## src/rtl/fpro_bridge_pkg.sv

```systemverilog
// Shared definitions for the MCS IO-bus to FPro-bus bridge.
// Contents:
//   state_t      - bridge sequencer states
//   BUS_ERR_DATA - read data returned on an aborted read
//   WIN_MSB/LSB  - address bits compared against the bridge window base
package fpro_bridge_pkg;

  typedef enum logic [1:0] {
    IDLE   = 2'd0,
    ACCESS = 2'd1,
    WAIT   = 2'd2,
    DONE   = 2'd3
  } state_t;

  localparam logic [31:0] BUS_ERR_DATA = 32'hDEAD_BEEF;
  localparam int          WIN_MSB      = 31;
  localparam int          WIN_LSB      = 24;

endpackage

```

## src/rtl/fpro_region_decode.sv

```systemverilog
// Combinational region decoder for the bridge window.
// Ports:
//   address - upper address bits: window bits plus the region index bits below them
//   hit     - address is inside the window and names an existing region
//   idx     - region index taken from the bits just below the window
//   cs      - one-hot region select, all zero on a miss
module fpro_region_decode
  import fpro_bridge_pkg::*;
#(
  parameter logic [31:0] BRG_BASE = 32'hC000_0000,
  parameter int          NUM_CS   = 2,
  parameter int          CS_W     = $clog2(NUM_CS)
) (
  input  logic [WIN_MSB:WIN_LSB-CS_W] address,
  output logic                        hit,
  output logic [CS_W-1:0]             idx,
  output logic [NUM_CS-1:0]           cs
);

  logic win_match;

  // When NUM_CS is not a power of two the top index codes name no region
  // and must be reported as a miss.
  always_comb begin
    win_match = (address[WIN_MSB:WIN_LSB] == BRG_BASE[WIN_MSB:WIN_LSB]);
    idx       = address[WIN_LSB-1 -: CS_W];
    hit       = win_match && (int'(idx) < NUM_CS);
    cs        = '0;
    for (int i = 0; i < NUM_CS; i++) begin
      cs[i] = hit && (int'(idx) == i);
    end
  end

endmodule

```

## src/rtl/fpro_multi_bridge.sv

```systemverilog
// MicroBlaze MCS IO-bus to FPro-bus bridge with multiple chip-selects,
// per-region ready handshake, bus timeout, byte enables and error pulse.
// Ports:
//   clk, reset_n      - system clock, asynchronous active-low reset
//   io_*              - MCS IO-bus side (strobes, byte enables, address, data, ready)
//   fp_cs             - one-hot region select, held from ACCESS through WAIT
//   fp_rd, fp_wr      - one-cycle strobes in ACCESS
//   fp_be, fp_addr,
//   fp_wr_data        - request fields latched at the MCS strobe
//   fp_rd_data        - packed per-region read data, region i at [32*i +: 32]
//   fp_ready          - per-region completion; tie high for zero-wait slaves
//   bus_err           - pulses together with io_ready when an access is aborted
module fpro_multi_bridge
  import fpro_bridge_pkg::*;
#(
  parameter logic [31:0] BRG_BASE = 32'hC000_0000,
  parameter int          NUM_CS   = 2,
  parameter int          ADDR_W   = 21,
  parameter int          TIMEOUT  = 255
) (
  input  logic                   clk,
  input  logic                   reset_n,
  input  logic                   io_addr_strobe,
  input  logic                   io_read_strobe,
  input  logic                   io_write_strobe,
  input  logic [3:0]             io_byte_enable,
  input  logic [31:0]            io_address,
  input  logic [31:0]            io_write_data,
  output logic [31:0]            io_read_data,
  output logic                   io_ready,
  output logic [NUM_CS-1:0]      fp_cs,
  output logic                   fp_rd,
  output logic                   fp_wr,
  output logic [3:0]             fp_be,
  output logic [ADDR_W-1:0]      fp_addr,
  output logic [31:0]            fp_wr_data,
  input  logic [NUM_CS*32-1:0]   fp_rd_data,
  input  logic [NUM_CS-1:0]      fp_ready,
  output logic                   bus_err
);

  localparam int                CS_W     = $clog2(NUM_CS);
  localparam int                CNT_W    = $clog2(TIMEOUT + 1);
  localparam logic [CNT_W-1:0]  CNT_LAST = CNT_W'(TIMEOUT - 1);

  if (NUM_CS < 2) begin : g_bad_num_cs
    $error("fpro_multi_bridge: NUM_CS must be at least 2");
  end
  if (ADDR_W + 2 + CS_W > 24) begin : g_bad_addr_w
    $error("fpro_multi_bridge: ADDR_W+2+CS_W must not exceed 24");
  end
  if (TIMEOUT < 1) begin : g_bad_timeout
    $error("fpro_multi_bridge: TIMEOUT must be at least 1");
  end

  state_t              state;
  state_t              next_state;
  logic                dec_hit;
  logic [CS_W-1:0]     dec_idx;
  logic [NUM_CS-1:0]   dec_cs;
  logic                req_ok;
  logic [CS_W-1:0]     idx_q;
  logic [NUM_CS-1:0]   cs_q;
  logic                rd_q;
  logic                wr_q;
  logic                err_q;
  logic [CNT_W-1:0]    cnt;
  logic [31:0]         rdata_q;
  logic [ADDR_W-1:0]   addr_q;
  logic [3:0]          be_q;
  logic [31:0]         wdata_q;
  logic                ready_sel;
  logic [31:0]         rd_sel;
  logic                unused_addr;

  fpro_region_decode #(
    .BRG_BASE (BRG_BASE),
    .NUM_CS   (NUM_CS),
    .CS_W     (CS_W)
  ) u_decode (
    .address (io_address[WIN_MSB:WIN_LSB-CS_W]),
    .hit     (dec_hit),
    .idx     (dec_idx),
    .cs      (dec_cs)
  );

  // Exactly one of read/write must qualify the strobe; anything else is an error.
  assign req_ok = io_read_strobe ^ io_write_strobe;

  // The byte-offset bits and any bits between fp_addr and the region index
  // have no meaning on the FPro side.
  assign unused_addr = ^io_address;

  // Route the addressed region's ready and read data.
  always_comb begin
    ready_sel = 1'b0;
    rd_sel    = '0;
    for (int i = 0; i < NUM_CS; i++) begin
      if (int'(idx_q) == i) begin
        ready_sel = fp_ready[i];
        rd_sel    = fp_rd_data[i*32 +: 32];
      end
    end
  end

  // State register.
  always_ff @(posedge clk or negedge reset_n) begin
    if (!reset_n) begin
      state <= IDLE;
    end else begin
      state <= next_state;
    end
  end

  // Next-state logic. Ready is checked before the timeout so a slave that
  // answers on the last allowed cycle still completes normally.
  always_comb begin
    next_state = state;
    case (state)
      IDLE: begin
        if (io_addr_strobe) begin
          next_state = (dec_hit && req_ok) ? ACCESS : DONE;
        end
      end
      ACCESS: begin
        next_state = ready_sel ? DONE : WAIT;
      end
      WAIT: begin
        if (ready_sel || (cnt == CNT_LAST)) begin
          next_state = DONE;
        end
      end
      DONE: begin
        next_state = IDLE;
      end
      default: begin
        next_state = IDLE;
      end
    endcase
  end

  // Outputs decoded from state; only the ACCESS and WAIT cycles drive the slaves.
  always_comb begin
    fp_cs    = '0;
    fp_rd    = 1'b0;
    fp_wr    = 1'b0;
    io_ready = 1'b0;
    bus_err  = 1'b0;
    case (state)
      ACCESS: begin
        fp_cs = cs_q;
        fp_rd = rd_q;
        fp_wr = wr_q;
      end
      WAIT: begin
        fp_cs = cs_q;
      end
      DONE: begin
        io_ready = 1'b1;
        bus_err  = err_q;
      end
      default: begin
      end
    endcase
  end

  // Request latches, timeout counter and the completion result. The counter
  // counts WAIT cycles already spent, so TIMEOUT wait cycles end in an abort.
  // io_read_data is only written on the way into DONE and otherwise holds.
  always_ff @(posedge clk or negedge reset_n) begin
    if (!reset_n) begin
      addr_q  <= '0;
      be_q    <= '0;
      wdata_q <= '0;
      rd_q    <= 1'b0;
      wr_q    <= 1'b0;
      cs_q    <= '0;
      idx_q   <= '0;
      err_q   <= 1'b0;
      cnt     <= '0;
      rdata_q <= '0;
    end else begin
      case (state)
        IDLE: begin
          if (io_addr_strobe) begin
            addr_q  <= io_address[ADDR_W+1:2];
            be_q    <= io_byte_enable;
            wdata_q <= io_write_data;
            rd_q    <= io_read_strobe;
            wr_q    <= io_write_strobe;
            cs_q    <= dec_cs;
            idx_q   <= dec_idx;
            cnt     <= '0;
            if (dec_hit && req_ok) begin
              err_q <= 1'b0;
            end else begin
              err_q   <= 1'b1;
              rdata_q <= io_read_strobe ? BUS_ERR_DATA : 32'h0;
            end
          end
        end
        ACCESS: begin
          cnt <= '0;
          if (ready_sel) begin
            rdata_q <= rd_q ? rd_sel : 32'h0;
          end
        end
        WAIT: begin
          if (ready_sel) begin
            rdata_q <= rd_q ? rd_sel : 32'h0;
          end else if (cnt == CNT_LAST) begin
            err_q   <= 1'b1;
            rdata_q <= rd_q ? BUS_ERR_DATA : 32'h0;
          end else begin
            cnt <= cnt + 1'b1;
          end
        end
        default: begin
        end
      endcase
    end
  end

  assign io_read_data = rdata_q;
  assign fp_addr      = addr_q;
  assign fp_be        = be_q;
  assign fp_wr_data   = wdata_q;

endmodule
```

## config.mk

```make
export PLATFORM = sky130hd
export DESIGN_NAME = fpro_multi_bridge
export DESIGN_NICKNAME = d
export VERILOG_FILES = /design/src/rtl/fpro_bridge_pkg.sv /design/src/rtl/fpro_region_decode.sv /design/src/rtl/fpro_multi_bridge.sv
export SDC_FILE = /design/constraint.sdc
export NUM_CORES = 1
export LEC_CHECK = 0
export ABC_CLOCK_PERIOD_IN_PS = 3600
export CELL_PAD_IN_SITES_DETAIL_PLACEMENT = 1
export CELL_PAD_IN_SITES_GLOBAL_PLACEMENT = 1
export CORE_ASPECT_RATIO = 0.9
export CORE_UTILIZATION = 35
export CTS_BUF_LIST = sky130_fd_sc_hd__clkbuf_4
export DETAILED_ROUTE_END_ITERATION = 8
export PLACE_DENSITY = 0.87
export SLEW_MARGIN = 20
export SYNTH_ARGS = -nofsm -noshare
export SYNTH_HDL_FRONTEND = slang
export SYNTH_SLANG_ARGS = --single-unit
```

## constraint.sdc

```tcl
create_clock -name clk -period 3.6 [get_ports clk]
set_input_delay 0.72 -clock clk [delete_from_list [all_inputs] [get_ports clk]]
set_output_delay 0.72 -clock clk [all_outputs]
set_load 0.02 [all_outputs]
```

==> results.yml <==
outcome:
  outcome: "completed"
cts:
  ctsHtreeMaxLevel: 3
  cts.sinks: 105
  clk_pin_slew_ns: 0.15
  cts_root_buf: "clkbuf_4"
  clk_path_buf_depth: 2
  cts_tree: "yes"
  clk_latency_ns: 0.49
  hold_buffers: 0
  cts_resized: 0
  numCtsBuffers: 9
  post_cts_buffers: 0
worst_setup_path:
  rr_worst_depth: 6
  r2r-start: "state[0]"
  r2r_setup_slack_ns: 1.05
  end_kind: "output pin"
  critPathKind: "reg2out"
  critPathMaxFanout: 6
  cpMaxStageDelayCell: "clkdlybuf4s50_1"
  required_ns: 2.88
  cp-start-kind: "register"
  critPathArrivalTime_ns: 2.26
  r2r_end: "io_read_data[29]"
  cpPeakStageDelay_ns: 0.64
  worstPathCellList: "inv_1, ha_1, and2_1, clkdlybuf4s50_1"
routing:
  routed_wirelength_um: 15250
  drt_iter0_markers: 169
  firstDrtPassIters: 4
  routedWlPerCell_um: 18.60
  postRouteAntennaNets: 0
  drc_errors: 0
  routed_via_density: 4.933
  via_count: 4045
timing:
  rsz0062_at_grt: "no"
  fin_skew_ns: 0.01323
  fin_ws_ns: 0.6164
  max_freq_mhz: 335.2
  tightest_slew_ns: 0.9012
  min_period_ns: 2.984
  final_max_slew_viol_count: 0
  setup_viol: 0
  setup_tns_ns: 0
  fin_worst_hold_slack_ns: 0.2276
  finalCritPeriodShare_pct: 82.88
  relSlewSlack_pct: 39.92
  hold_viol_final: 0
floorplanning:
  row_count: 41
  dieArea_sq_um: 15180
  core-area_sq_um: 14160
  die-width_um: 129.8
  start_util_pct: 36.31
  num_io_pins: 234
  die_h_um: 117.0
synth:
  synth-xor-area-share_pct: 0.6814
  syn_avg_cell_area_sq_um: 12.92
  synth-compound-area-share_pct: 8.518
  synth-seq-cells: 105
  synth_cell_type_count: 38
  netlist.top_cell.by_area: "dfrtp_1"
  synth_top_area_share_pct: 51.11
  synth_common_cells: "dfrtp_1 (105), mux2_2 (86), mux2_4 (30)"
  synth_edf_count: 0
  synth.area.top_cells: "dfrtp_1 (51%), mux2_2 (19%), mux2_4 (8.8%), a21oi_1 (2.7%), o21ai_0 (2.7%)"
  synth.area.mux_share_pct: 29.79
  syn-instance-count: 398
  synth_top_family_by_area: "multiplexers"
  yosysMostFrequentCell: "dfrtp_1"
  syn_nets: 544
  ys_seq_area_share_pct: 51.11
  synthSimpleGateAreaFrac_pct: 5.281
  synth_area_sq_um: 5141
  ys_warn_count: 0
  synth-main-ff-cell: "dfrtp_1"
  async_flop_share_pct: 100.0
  synthAdderAreaFrac_pct: 1.704
global_routing:
  antenna_found_initial: 1
  grt_pass1_vias: 4331
  grtUsageTotal_pct: 20.68
  grt.overflow.total: 0
  grt_max_degree: 106
  grt_pass1_wl_um: 23380
final_layout:
  post-route-util_pct: 54.83
  design_area_sq_um: 7762
  drive_above_1_share_pct: 23.48
  seqCellArea_sq_um: 2628
  finalNonFillerCells: 820
  area_growth_pct: 50.99
  final_nets: 768
  multi_input_area_sq_um: 2366
  fillCellCount: 1469
placed_design:
  place_area_sq_um: 7641
  dp_hpwl_um: 11590
  pre_cts_slack_ns: 0.6516
  post-place-cells: 804
  port_buffers: 231
  routabilityCongestion: 0.7740
job:
  maxCapViolations: 0
min_path:
  hold_class: "in2async"
power:
  max-vdd-ir-drop_uv: 458.3
  power_density_nw_per_um2: 853.2
  leakagePower_nw: 3.239
  finalPower_mw: 6.623
[state kept, by name, indices dropped and copies added (netlist names)]
signal,cells
err_q,1
cs_q,2
fp_wr_data,32
wr_q,1
state,2
idx_q,1
fp_be,4
cnt,8
rd_q,1
fp_addr,21
io_read_data,32
[critical path: cells and delay by family (launching register included)]
kind	cells	cell delay, ns
buf+inv	2	0.77
fa+ha+maj	1	0.41
flops	1	0.45
simple gates	1	0.16
[worst max path at each step]
stage / start / to / slack, ns / depth (start not counted)
5_1_grt: state[0] / fp_cs[1] / 0.45 / 4
2_1_floorplan: io_address[25] / io_read_data[0] / 1.57 / 6
3_3_place_gp: fp_ready[0] / io_read_data[29] / 0.73 / 6
3_5_place_dp: fp_ready[0] / io_read_data[29] / 0.65 / 6
4_1_cts: state[0] / fp_cs[1] / 0.53 / 4
6_report: state[1] / fp_cs[1] / 0.62 / 4
[logic make-up (layout without fill, tap and decap cells)]
kind of cell / count (synthesis) / after routing
AOI/OAI and AO/OA: 72 / 72
xor gates and xnor gates: 4 / 4
adders and majority gates: 7 / 7
buffers and inverters: 31 / 259
DFF: 105 / 105
muxes: 126 / 126
other: 0 / 1
and+or+nand+nor: 53 / 53
[final cells by class]
cell class                      count  area share, %
Antenna cell                        1        0.03224
Timing Repair Buffer              237          30.66
Clock inverter                      6         0.6609
Sequential cell                   105          33.85
Inverter                            7         0.3385
Multi-Input combinational cell    262          30.48
Clock buffer                        9         0.8704
Tap cell                          193          3.111
[routing by layer]
layer / vias to the layer above / wire length (um) / global-route usage (%)
met5: - / 0 / 0
met4: 0 / 160 / 5.736
met3: 12 / 1691 / 9.727
met2: 169 / 7617 / 36.51
met1: 2005 / 5782 / 22.23
li1: 1859 / - / -
[report_power, final]
group / internal (mW) / total (mW) / switching [mW]
clock network: 0.146 / 0.561 / 0.415
registers: 1.70 / 2.00 / 0.304
logic: 2.11 / 4.06 / 1.95
total: 3.96 / 6.62 / 2.67
[layout by cell type (no fill, tap or decap), types with 7 or more instances in the layout]
master           Yosys  layout
clkdlybuf4s50_1      0     230
dfrtp_1            105     105
mux2_2              86      86
mux2_4              30      30
a21oi_1             28      28
o21ai_0             28      28
nor2_1              17      17
nand2_1             10       9
mux2i_1              9       9
clkbuf_4             0       9
inv_1                7       7
ha_1                 7       7
Power figures use the tool's default switching activity.
